**src/rtl/mem_y_pingpong_ctrl.sv**
```systemverilog
`default_nettype none
// ============================================================================
// Module   : mem_y_pingpong_ctrl
// Brief    : Two-bank ping-pong frame buffer sequencer for a 1024x24 simple
//            dual-port block RAM (port A write, port B read, 1-cycle read
//            latency). The producer fills one bank while the consumer drains
//            the other through a valid/ready stream with a 2-entry skid.
// Revision : 1.0 - initial release
// ============================================================================
module mem_y_pingpong_ctrl #(
    parameter int DATA_W    = 24,
    parameter int ADDR_W    = 10,
    parameter int FRAME_LEN = 512
) (
    input  logic              clk,
    input  logic              reset,
    // producer stream
    input  logic              s_valid,
    input  logic [DATA_W-1:0] s_data,
    output logic              s_ready,
    // consumer stream
    output logic              m_valid,
    output logic [DATA_W-1:0] m_data,
    output logic              m_last,
    input  logic              m_ready,
    // RAM control
    output logic              mem_cea,
    output logic [ADDR_W-1:0] mem_ada,
    output logic [DATA_W-1:0] mem_din,
    output logic              mem_ceb,
    output logic [ADDR_W-1:0] mem_adb,
    output logic              mem_oce,
    output logic              mem_reseta,
    output logic              mem_resetb,
    input  logic [DATA_W-1:0] mem_dout,
    // frame events
    output logic              frame_wr_done,
    output logic              frame_rd_done
);

    // Address within a bank; the bank bit is prepended as the RAM address MSB.
    localparam int              C_BA_W      = ADDR_W - 1;
    localparam logic [C_BA_W-1:0] C_LAST_ADDR = C_BA_W'(FRAME_LEN - 1);
    localparam logic [C_BA_W-1:0] C_ADDR_ONE  = C_BA_W'(1);

    // Bank / address / fullness state
    logic              wbank_q, wbank_d;
    logic              rbank_q, rbank_d;
    logic [C_BA_W-1:0] waddr_q, waddr_d;
    logic [C_BA_W-1:0] raddr_q, raddr_d;
    logic [1:0]        full_q, full_d;
    // Read pipeline: a read issued last cycle lands on mem_dout this cycle
    logic              inflight_q, inflight_d;
    logic              inflight_last_q, inflight_last_d;
    logic              frame_wr_done_q, frame_wr_done_d;
    // Output skid: entry 0 is always the head
    logic [DATA_W-1:0] skid0_data_q, skid0_data_d;
    logic [DATA_W-1:0] skid1_data_q, skid1_data_d;
    logic              skid0_last_q, skid0_last_d;
    logic              skid1_last_q, skid1_last_d;
    logic [1:0]        occ_q, occ_d;

    logic              w_wr_accept;
    logic              w_wr_last;
    logic              w_pop;
    logic [2:0]        w_fill;
    logic              w_issue;
    logic              w_rd_last;

    // Handshake decode, read-issue decision and all RAM/stream outputs
    always_comb begin
        s_ready     = !reset && !full_q[wbank_q];
        w_wr_accept = s_valid && s_ready;
        w_wr_last   = (waddr_q == C_LAST_ADDR);

        m_valid     = !reset && (occ_q != 2'd0);
        m_data      = skid0_data_q;
        m_last      = m_valid && skid0_last_q;
        w_pop       = m_valid && m_ready;

        // Entries the skid will have to hold if nothing more is issued;
        // a new read is allowed only while that leaves room for one more.
        w_fill      = {1'b0, occ_q} + {2'b00, inflight_q} - {2'b00, w_pop};
        w_issue     = !reset && full_q[rbank_q] && (w_fill < 3'd2);
        w_rd_last   = (raddr_q == C_LAST_ADDR);

        mem_cea       = w_wr_accept;
        mem_ada       = {wbank_q, waddr_q};
        mem_din       = s_data;
        mem_ceb       = w_issue;
        mem_adb       = {rbank_q, raddr_q};
        mem_oce       = 1'b1;
        mem_reseta    = reset;
        mem_resetb    = reset;
        frame_wr_done = !reset && frame_wr_done_q;
        frame_rd_done = w_pop && skid0_last_q;
    end

    // Next-state for the write side, the read side and the bank full flags
    always_comb begin
        wbank_d         = wbank_q;
        rbank_d         = rbank_q;
        waddr_d         = waddr_q;
        raddr_d         = raddr_q;
        full_d          = full_q;
        inflight_d      = w_issue;
        inflight_last_d = w_issue && w_rd_last;
        frame_wr_done_d = w_wr_accept && w_wr_last;

        if (w_wr_accept) begin
            if (w_wr_last) begin
                waddr_d = '0;
                wbank_d = !wbank_q;
            end else begin
                waddr_d = waddr_q + C_ADDR_ONE;
            end
        end

        if (w_issue) begin
            if (w_rd_last) begin
                raddr_d = '0;
                rbank_d = !rbank_q;
            end else begin
                raddr_d = raddr_q + C_ADDR_ONE;
            end
        end

        // Clear and set always address different banks, so order is moot.
        if (w_issue && w_rd_last) begin
            full_d[rbank_q] = 1'b0;
        end
        if (w_wr_accept && w_wr_last) begin
            full_d[wbank_q] = 1'b1;
        end
    end

    // Skid next-state: capture returning RAM data, shift on consumer pop
    always_comb begin
        skid0_data_d = skid0_data_q;
        skid1_data_d = skid1_data_q;
        skid0_last_d = skid0_last_q;
        skid1_last_d = skid1_last_q;
        occ_d        = occ_q;

        unique case ({inflight_q, w_pop})
            2'b10: begin
                if (occ_q == 2'd0) begin
                    skid0_data_d = mem_dout;
                    skid0_last_d = inflight_last_q;
                end else begin
                    skid1_data_d = mem_dout;
                    skid1_last_d = inflight_last_q;
                end
                occ_d = occ_q + 2'd1;
            end
            2'b01: begin
                skid0_data_d = skid1_data_q;
                skid0_last_d = skid1_last_q;
                occ_d        = occ_q - 2'd1;
            end
            2'b11: begin
                if (occ_q == 2'd1) begin
                    skid0_data_d = mem_dout;
                    skid0_last_d = inflight_last_q;
                end else begin
                    skid0_data_d = skid1_data_q;
                    skid0_last_d = skid1_last_q;
                    skid1_data_d = mem_dout;
                    skid1_last_d = inflight_last_q;
                end
            end
            default: begin
            end
        endcase
    end

    // State registers; reset drops both banks, the skid and any in-flight read
    always_ff @(posedge clk) begin
        if (reset) begin
            wbank_q         <= 1'b0;
            rbank_q         <= 1'b0;
            waddr_q         <= '0;
            raddr_q         <= '0;
            full_q          <= 2'b00;
            inflight_q      <= 1'b0;
            inflight_last_q <= 1'b0;
            frame_wr_done_q <= 1'b0;
            skid0_data_q    <= '0;
            skid1_data_q    <= '0;
            skid0_last_q    <= 1'b0;
            skid1_last_q    <= 1'b0;
            occ_q           <= 2'd0;
        end else begin
            wbank_q         <= wbank_d;
            rbank_q         <= rbank_d;
            waddr_q         <= waddr_d;
            raddr_q         <= raddr_d;
            full_q          <= full_d;
            inflight_q      <= inflight_d;
            inflight_last_q <= inflight_last_d;
            frame_wr_done_q <= frame_wr_done_d;
            skid0_data_q    <= skid0_data_d;
            skid1_data_q    <= skid1_data_d;
            skid0_last_q    <= skid0_last_d;
            skid1_last_q    <= skid1_last_d;
            occ_q           <= occ_d;
        end
    end

endmodule
`default_nettype wire

```
**config.mk**
```make
export PLATFORM = sky130hd
export DESIGN_NAME = mem_y_pingpong_ctrl
export DESIGN_NICKNAME = d
export VERILOG_FILES = /design/src/rtl/mem_y_pingpong_ctrl.sv
export SDC_FILE = /design/constraint.sdc
export NUM_CORES = 1
export LEC_CHECK = 0
export BUFFER_PORTS_ARGS = -buffer_cell sky130_fd_sc_hd__buf_2
export CORE_MARGIN = 1.5
export CORE_UTILIZATION = 45
export CTS_BUF_LIST = sky130_fd_sc_hd__clkbuf_2
export CTS_CLUSTER_DIAMETER = 30
export CTS_CLUSTER_SIZE = 40
export DETAILED_ROUTE_END_ITERATION = 7
export MAX_ROUTING_LAYER = met4
export PLACE_DENSITY = 0.83
export SYNTH_ARGS = -nofsm -noshare
export SYNTH_HDL_FRONTEND = slang
export SYNTH_SLANG_ARGS = --single-unit
export TNS_END_PERCENT = 100
```
**constraint.sdc**
```tcl
create_clock -name clk -period 3.54 [get_ports clk]
set_clock_uncertainty 0.2 [all_clocks]
set_input_delay 0.708 -clock clk [delete_from_list [all_inputs] [get_ports clk]]
set_output_delay 0.708 -clock clk [all_outputs]
set_load 0.02 [all_outputs]
```
==> metrics, run 1 <==
Setup crit start occ_q[1]$_SDFFE_PP0P_; FF+latch area roughly 1500 µm²; Core ar. 7850 µm²; R2R cell count 11; Max Buffers Root-to-Sink 2; total nets after synthesis ~500; placed cell count just under 600; RSZ-0062 raised after global routing yes; drt drc 0; grt ovf 0; Top delay family on crit path simple AND/OR/NAND/NOR gates; CTS tree done; layout cells sized above 1 around 31%; Leakage around 1.7 nW; Avg Cell Area, Syn 8.41 µm²; die width roughly 94 µm; Die Footprint slightly below 9000 µm²; # rows 32; Top Metal Used met4; Final Critical Period roughly 3.6 ns; max-cap violations 0; Worst path slowest cell fa_2; Final period util 101%; Reg2Reg Setup Slack roughly 0.55 ns; Total GRT Usage just under 20%; first-pass GRT wire length around 13000 µm; diodes inserted 0; fin nets 551; DP Wirelength around 5200 µm; Worst-path clk slew around 0.26 ns; Seq/Total Area, Yosys approximately two fifths; CP endpoint kind output pin; Clock Sinks 77; Finished Core Util between 50% and 60%; I/O pin count between 100 and 150; vias post-DR 3148; Met1 Wirelength 3550 µm; critical path depth in cells 10; multi-input logic area between 1500 and 2000 µm²; crit-path max cell delay between 0.4 and 0.5 ns; met3 WL 430 µm; IR drop worst, VDD between 0.15 and 0.2 mV; ys async rst share 0%; Hold Worst Slack between 0.15 and 0.2 ns; drt first pass iters 4; Crit path required time ~2.6 ns; hold path depth 3; critical path fanouts, max 2; flops & latches, synth just under 80; Chip Height between 90 and 100 µm; maximum number of pins on one net before global-route repair about 80; Synth Cell Area about 3700 µm²; Setup crit end mem_ceb; CTS root buf clkbuf_2; setup ws final -0.0265 ns; Area Growth Syn to Fin 14.0%; Yosys warnings 0; total wire length about 8000 µm; most frequent CP cell nor2_4; vias in the first global route 2917; final hold vios 0; Non-Filler Instances 599; Worst R2R Start occ_q[1]$_SDFFE_PP0P_; synth unique cells between 40 and 50; final setup vio count 1; Via-to-Cell Ratio ~5.3; CP bufs+invs 2; Worst slew margin 38.9%; Initial Util a little under half; failing checks negative setup slack; WL met2 4070 µm; crit-path cells inv_2 -> ha_4 -> or3b_4 -> nor2_4 -> o21ai_2 -> fa_2 -> xnor2_2 -> nand3_4 -> nor2_4 -> buf_6; Fmax approximately 280 MHz; PwrDens just over 500 nW/µm²; Final GP Congestion 0.865; CP arrival between 2 and 3 ns; Top FF cell, synth dfxtp_1; ANT nets after route 0; Setup CP Type register to output pin; H-Tree Level Count 3; number of synthesized flops with an enable pin 0; initial antenna violation count 0; fill count 736; total CTS buffers 9; Port Buffers 80; post-synthesis cell count about 440; number of DRC markers in iteration 0 between 150 and 200; Hold WC Path Type input pin to register; Max Slew Vio Count 0; Critical R2R Capture raddr_q[6]$_SDFFE_PP0N_; CTS Hold Bufs 0; Clock Latency Late Sink just over 0.5 ns; worst slew pin tran around 0.9 ns; status finished with violations; CP startpoint kind register; per-cell routed wire length between 10 and 15 µm
## cell usage after synthesis, drive strengths merged, types with 6 or more instances
cell type	n	area [µm²]
a311oi	27	362
and3	6	37.5
nand2	110	413
nand3	7	40.0
nor2	46	173
ha	6	75.1
dfxtp	77	1540
buf	42	293
clkbuf	13	48.8
o21ai	8	40.0
xnor2	6	52.6
a21oi	37	196
## kinds of logic (layout without fill, tap and decap cells)
kind of cell    count (synthesis)  count (layout)  synth area share [%]
compound gates                 82              82                  18.4
other cells                     1               1                 0.102
simple gates                  197             197                  23.6
flops                          77              77                  41.8
xor+xnor                       11              11                  2.61
buf+inv                        60             118                  9.76
mux                             4               4                  1.15
fa+ha+maj                       7               7                  2.58
## worst min path at each step
stage                                   from                            end
6_report                         mem_dout[9]   skid1_data_q[9]$_SDFFE_PP0P_
5_1_grt                         mem_dout[17]  skid1_data_q[17]$_SDFFE_PP0P_
4_1_cts                          mem_dout[9]   skid1_data_q[9]$_SDFFE_PP0P_
3_5_place_dp   skid1_data_q[18]$_SDFFE_PP0P_  skid1_data_q[18]$_SDFFE_PP0P_
3_3_place_gp      inflight_last_q$_SDFF_PP0_      skid1_last_q$_SDFFE_PP0P_
2_1_floorplan     inflight_last_q$_SDFF_PP0_      skid1_last_q$_SDFFE_PP0P_
## placed cells by master (no fill, tap or decap), types with 5 or more instances in the layout
| master | synthesis | routed |
|---|---|---|
| nand3_1 | 6 | 6 |
| a311oi_2 | 20 | 20 |
| o21ai_0 | 7 | 6 |
| a311oi_1 | 7 | 7 |
| nor2_1 | 46 | 43 |
| a21oi_1 | 36 | 36 |
| and3_1 | 6 | 6 |
| buf_2 | 9 | 79 |
| xor2_1 | 5 | 5 |
| xnor2_1 | 6 | 5 |
| dfxtp_1 | 77 | 75 |
| buf_4 | 29 | 16 |
| ha_1 | 6 | 5 |
| nand2_1 | 110 | 109 |
| clkbuf_2 | 0 | 9 |
## per-stage QoR
step / setup slack (ns) / total power [mW] / cell area (µm²) / TNS [ns]
6_report: -0.0265 / 2.19 / 4210 / -0.0265
5_1_grt: -0.190 / 2.32 / 4210 / -0.190
4_1_cts: -0.0453 / 2.17 / 4180 / -0.0453
3_5_place_dp: 0.0755 / 1.56 / 3980 / 0
3_3_place_gp: 0.0896 / 1.53 / 3980 / 0
2_1_floorplan: 0.00840 / 1.42 / 3690 / 0
## state kept, by name (all words and copies together) (netlist names)
register         count
wbank_q              1
inflight_q           1
skid1_last_q         1
skid1_data_q        24
occ_q                2
raddr_q              9
rbank_q              1
waddr_q              9
inflight_last_q      1
full_q               2
frame_wr_done_q      1
skid0_last_q         1
m_data              24
## routing by layer
metal / GRT usage [%] / vias to the layer above
li1: - / 1582
met1: 23.7 / 1480
met2: 30.7 / 80
met3: 4.88 / 6
met4: 8.21 / 0
met5: - / -
## area by class of cell
class                   instances  share of cell area, %
multi-input cells             302                   43.8
flip-flops and latches         77                   36.7
repair buffers                 97                   13.0
well taps                     102                   3.03
clock inverters                 7                   1.93
clock buffers                   9                   1.07
inverters                       5                  0.446
## power breakdown
group	switching [mW]	internal, mW
clock network	0.338	0.177
registers	0.0309	0.929
logic	0.395	0.316
## timing repair
item	CTS	global route
gates resized for setup	14	3
endpoints found under the setup margin	1	1
buffers inserted	5	1
pin swaps	8	6
gates cloned	0	0
## tightest hold or removal path, stage by stage
cell and delay, ns:
buf_2 0.11, nand2_1 0.05, a21oi_1 0.05
(Power assumes the default switching activity.)
==> run 2, diff against run 1 <==
- PLACE_DENSITY: 0.83 -> 0.86
- clock period: 3.54 -> 3 ns (I/O delays scaled with it)
==> metrics, run 2 (synthesized netlist as in run 1, its figures left out) <==
drt drc 0 (unchanged); setup ws final -0.377 ns (was -0.0265 ns); Max Slew Vio Count 0 (unchanged); Placed Area 4070 µm² (was 3980 µm²); fin nets 554 (was 551); commonest non-fill, non-tap cell in the layout nand2_1 (unchanged); crit-path max cell delay 0.40 ns (was 0.42 ns); Hold WC Path Type input pin to register (unchanged); Fin Setup TNS -0.959 ns (was -0.0265 ns); final setup vio count 6 (was 1); power share of the clock group 19.2% (was 23.6%); CP arrival 2.58 ns (was 2.66 ns); Total GRT Usage 19.6% (was 19.5%); DP Wirelength 5370 µm (was 5250 µm); total wire length 8170 µm (was 8130 µm); drt first pass iters 4 (unchanged); Fmax around 300 MHz; critical path fanouts, max 2 (unchanged); Top delay family on crit path simple AND/OR/NAND/NOR gates (unchanged); Switching Fraction 35.3% (was 35.0%); Worst-path clk slew 0.22 ns (was 0.26 ns); Area Growth Syn to Fin 13.9% (was 14.0%); Core ar. 7850 µm² (unchanged); ANT nets after route 0 (unchanged); Max Buffers Root-to-Sink 2 (unchanged); CP endpoint kind output pin (unchanged); CP bufs+invs 2 (unchanged); IR drop worst, VDD 0.263 mV (was 0.185 mV); Hold Worst Slack 0.130 ns (was 0.180 ns); Worst path slowest cell dfxtp_4 (was fa_2); total CTS buffers 9 (unchanged); RSZ-0062 raised after global routing yes (unchanged); final hold vios 0 (unchanged); Leakage 1.71 nW (about the same); Final period util 113%; diodes inserted 0 (unchanged); Port Buffers 80 (unchanged); first-pass GRT wire length 13500 µm (was 13100 µm); per-cell routed wire length 13.6 µm (about the same); H-Tree Level Count 3 (unchanged); Die Footprint 8750 µm² (unchanged); Final Critical Period 3.38 ns; Chip Height 93.6 µm (unchanged); # rows 32 (unchanged); Clock Sinks 77 (unchanged); Clock Latency Late Sink 0.48 ns (was 0.51 ns); die width 93.6 µm (unchanged); status finished with violations (unchanged); number of DRC markers in iteration 0 126 (was 154); failing checks negative setup slack (unchanged); design area 4200 µm² (was 4210 µm²); Crit path required time 2.20 ns (was 2.63 ns); P_int 1.55 mW (was 1.42 mW); Psw 0.846 mW (was 0.764 mW); Worst slew margin 39.1% (was 38.9%); most frequent CP cell nor2_4 (unchanged); fill count 764 (was 736); crit-path cells inv_4 -> ha_4 -> or3b_4 -> nor2_4 -> o21ai_2 -> fa_2 -> xnor2_2 -> nand3_2 -> nor2_4 -> buf_6 (was inv_2 -> ha_4 -> or3b_4 -> nor2_4 -> o21ai_2 -> fa_2 -> xnor2_2 -> nand3_4 -> nor2_4 -> buf_6); vias post-DR 3185 (was 3148); Final Power 2.40 mW (was 2.19 mW); maximum number of pins on one net before global-route repair 79 (unchanged); CTS tree done (unchanged); worst slew pin tran 0.913 ns (was 0.916 ns); CTS root buf clkbuf_2 (unchanged); max-cap violations 0 (unchanged); Setup CP Type register to output pin (unchanged); commonest non-fill, non-tap cells in the layout nand2_1 (109), buf_2 (78), dfxtp_1 (75), nor2_1 (43), a21oi_1 (35) (was nand2_1 (109), buf_2 (79), dfxtp_1 (75), nor2_1 (43), a21oi_1 (36)); vias in the first global route 3005 (was 2917); initial antenna violation count 0 (unchanged); CP startpoint kind register (unchanged); Logic pwr share 33.3% (was 32.5%); Via-to-Cell Ratio 5.30 (was 5.26); sequential share of power 47.6% (was 43.9%); Initial Util 47.0% (unchanged); I/O pin count 130 (unchanged); grt ovf 0 (unchanged); PwrDens 571 nW/µm² (was 520 nW/µm²); CTS Hold Bufs 0 (unchanged); layout cells sized above 1 31.1% (was 30.6%); Final GP Congestion 0.844 (was 0.865)
## run 2: stage by stage
stage | instances | utilization, % | worst slack, ns
after floorplan | 439 | - | -0.0353
after global routing | 601 | 53.6 | -0.496
final | 601 | 53.6 | -0.377
after global placement | 582 | 51.8 | -0.0989
after CTS | 599 | 53.3 | -0.422
after detailed placement | 582 | 51.8 | -0.140
## run 2: repair_timing
item | CTS | global route
resized for setup | 3 | 3
hold endpoints to repair | 0 | 0
pin swaps | 6 | 6
setup buffers | 2 | 2
setup endpoints to repair | 2 | 7
## run 2: cell type report
type                            instances  area, µm²  area share, %
Clock inverter                          6       40.0          0.952
Sequential cell                        77       1550           36.8
Multi-Input combinational cell        302       1840           43.8
Timing Repair Buffer                  100        579           13.8
Inverter                                5       21.3          0.506
Tap cell                              102        128           3.04
Clock buffer                            9       45.0           1.07
## run 2: power by group through the flow
| stage | Sequential (mW) | Clock (mW) | Combinational (mW) |
|---|---|---|---|
| final | 1.14 | 0.460 | 0.798 |
| after global placement | 1.16 | 0 | 0.740 |
| after detailed placement | 1.16 | 0 | 0.770 |
| after global routing | 1.15 | 0.522 | 0.881 |
| after CTS | 1.14 | 0.485 | 0.773 |
| after floorplan | 1.24 | 0 | 0.500 |
## run 2: worst paths after layout
| check | endpoint | cells past startpoint | slack [ns] | from |
|---|---|---|---|---|
| worst max register to register | raddr_q[2]$_SDFFE_PP0N_ | 13 | -0.17 | occ_q[1]$_SDFFE_PP0P_ |
| worst min-delay path | skid1_data_q[7]$_SDFFE_PP0P_ | 3 | 0.13 | mem_dout[7] |
| worst max-delay path | mem_ceb | 10 | -0.38 | occ_q[1]$_SDFFE_PP0P_ |
| worst min register to register | skid1_data_q[13]$_SDFFE_PP0P_ | 2 | 0.27 | skid1_data_q[13]$_SDFFE_PP0P_ |
## run 2: routing by layer
| metal | part of all wire, % | track usage [%] | wire (µm) | vias up |
|---|---|---|---|---|
| li1 | - | - | - | 1587 |
| met4 | 2.4 | 9.95 | 195 | 0 |
| met3 | 4.7 | 2.68 | 380 | 22 |
| met5 | 0 | - | 0 | - |
| met2 | 49 | 32.6 | 4000 | 88 |
| met1 | 44 | 23.3 | 3600 | 1488 |
## run 2: worst min-delay path: cells and delay by family
kind / cells / cell delay, ns
buffers and inverters: 1 / 0.11
AOI/OAI and AO/OA: 1 / 0.05
and+or+nand+nor: 1 / 0.05
==> run 3, diff against run 2 <==
- CORE_UTILIZATION: 45 -> 35
- PLACE_DENSITY: 0.86 -> 0.72
==> metrics, run 3 (synthesized netlist as in run 1, its figures left out) <==
failing checks negative setup slack (unchanged); Hold WC Path Type input pin to register (unchanged); worst slew pin tran 0.895 ns (was 0.913 ns); setup ws final -0.392 ns (was -0.377 ns); Core ar. 10300 µm² (was 7850 µm²); number of DRC markers in iteration 0 112 (was 126); Fmax 295 MHz (was 296 MHz); Total GRT Usage 15.9% (was 19.6%); Final Critical Period 3.39 ns (was 3.38 ns); PwrDens 581 nW/µm² (was 571 nW/µm²); status finished with violations (unchanged); design area 4290 µm² (was 4200 µm²); Placed Area 4120 µm² (was 4070 µm²); die width 106 µm (was 93.6 µm); Area Growth Syn to Fin 16.2% (was 13.9%); critical path fanouts, max 2 (unchanged); crit-path max cell delay 0.40 ns (about the same); Crit path required time 2.20 ns (about the same); H-Tree Level Count 3 (unchanged); diodes inserted 0 (unchanged); CP startpoint kind register (unchanged); Final Power 2.49 mW (was 2.40 mW); Clock Sinks 77 (unchanged); Die Footprint 11200 µm² (was 8750 µm²); vias post-DR 3161 (was 3185); drt first pass iters 4 (unchanged); per-cell routed wire length 13.3 µm (was 13.6 µm); Finished Core Util 41.7% (was 53.6%); final hold vios 0 (unchanged); grt ovf 0 (unchanged); Port Buffers 80 (unchanged); crit-path cells inv_4 -> ha_4 -> or3b_4 -> nor2_4 -> o21ai_2 -> fa_2 -> xnor2_2 -> nand3_2 -> nor2_4 -> buf_6 (unchanged); first-pass GRT wire length 13900 µm (was 13500 µm); vias in the first global route 2985 (was 3005); Final period util 113% (about the same); most frequent CP cell nor2_4 (unchanged); RSZ-0062 raised after global routing yes (unchanged); IR drop worst, VDD 0.243 mV (was 0.263 mV); Worst path slowest cell dfxtp_4 (unchanged); commonest non-fill, non-tap cells in the layout nand2_1 (109), buf_2 (78), dfxtp_1 (75), nor2_1 (42), a21oi_1 (33) (was nand2_1 (109), buf_2 (78), dfxtp_1 (75), nor2_1 (43), a21oi_1 (35)); Initial Util 35.9% (was 47.0%); CP endpoint kind output pin (unchanged); maximum number of pins on one net before global-route repair 64 (was 79); Clock Latency Late Sink 0.51 ns (was 0.48 ns); Final GP Congestion 0.928 (was 0.844); CTS Hold Bufs 0 (unchanged); I/O pin count 130 (unchanged); total CTS buffers 9 (unchanged); CTS root buf clkbuf_2 (unchanged); DP Wirelength 5530 µm (was 5370 µm); Hold Worst Slack 0.0910 ns (was 0.130 ns); Fin Setup TNS -0.468 ns (was -0.959 ns); ANT nets after route 0 (unchanged); Setup CP Type register to output pin (unchanged); fin nets 554 (unchanged); commonest non-fill, non-tap cell in the layout nand2_1 (unchanged); # rows 37 (was 32); Via-to-Cell Ratio 4.97 (was 5.30); Max Slew Vio Count 0 (unchanged); Worst-path clk slew 0.21 ns (was 0.22 ns); total wire length 8440 µm (was 8170 µm); Max Buffers Root-to-Sink 2 (unchanged); CTS tree done (unchanged); drt drc 0 (unchanged); final setup vio count 4 (was 6); Chip Height 106 µm (was 93.6 µm); Worst slew margin 40.3% (was 39.1%); max-cap violations 0 (unchanged); layout cells sized above 1 32.2% (was 31.1%); Leakage 1.72 nW (was 1.71 nW); CP arrival 2.59 ns (was 2.58 ns); initial antenna violation count 0 (unchanged)
-- run 3: layout make-up --
| type | count | area [µm²] |
|---|---|---|
| Fill cell | 1047 | 5990 |
| Sequential cell | 77 | 1550 |
| Timing Repair Buffer | 100 | 576 |
| Tap cell | 136 | 170 |
| Clock buffer | 11 | 55.1 |
| Inverter | 5 | 21.3 |
| Clock inverter | 5 | 60.1 |
| Multi-Input combinational cell | 302 | 1860 |
-- run 3: worst max-delay path: cells and delay by family (launching register included) --
kind | cells | cell delay [ns]
xor+xnor | 1 | 0.20
compound gates | 1 | 0.06
fa+ha+maj | 2 | 0.53
buf+inv | 2 | 0.16
simple gates | 4 | 0.73
flops | 1 | 0.40
-- run 3: timing repair --
item,in CTS,in global routing
endpoints found under the setup margin,1,7
cloned,0,0
endpoints found under the hold margin,0,0
pin swaps,6,7
setup buffers,2,1
resized for setup,2,7
-- run 3: power breakdown --
| part | switching (mW) | total, mW | internal, mW |
|---|---|---|---|
| combinational | 0.446 | 0.777 | 0.331 |
| sequential | 0.0377 | 1.14 | 1.10 |
| clock | 0.374 | 0.576 | 0.202 |
-- run 3: through the flow --
| step | std cells | worst slack [ns] |
|---|---|---|
| finish | 636 | -0.392 |
| global placement | 617 | -0.0677 |
| floorplan | 439 | -0.0353 |
| global route | 636 | -0.544 |
| detailed placement | 617 | -0.125 |
| CTS | 635 | -0.473 |
-- run 3: final timing paths --
check	start	to	slack, ns	cells past startpoint
max	occ_q[1]$_SDFFE_PP0P_	mem_ceb	-0.39	10
min	mem_dout[15]	skid1_data_q[15]$_SDFFE_PP0P_	0.09	3
max reg2reg	occ_q[1]$_SDFFE_PP0P_	raddr_q[5]$_SDFFE_PP0N_	-0.03	12
min reg2reg	skid1_data_q[13]$_SDFFE_PP0P_	skid1_data_q[13]$_SDFFE_PP0P_	0.27	2
-- run 3: per-layer routing --
metal | global-route usage [%] | vias up | wire length, µm
li1 | - | 1590 | -
met1 | 18.9 | 1484 | 3740
met2 | 25.2 | 64 | 4040
met3 | 3.77 | 23 | 473
met4 | 7.72 | 0 | 185
met5 | - | - | 0
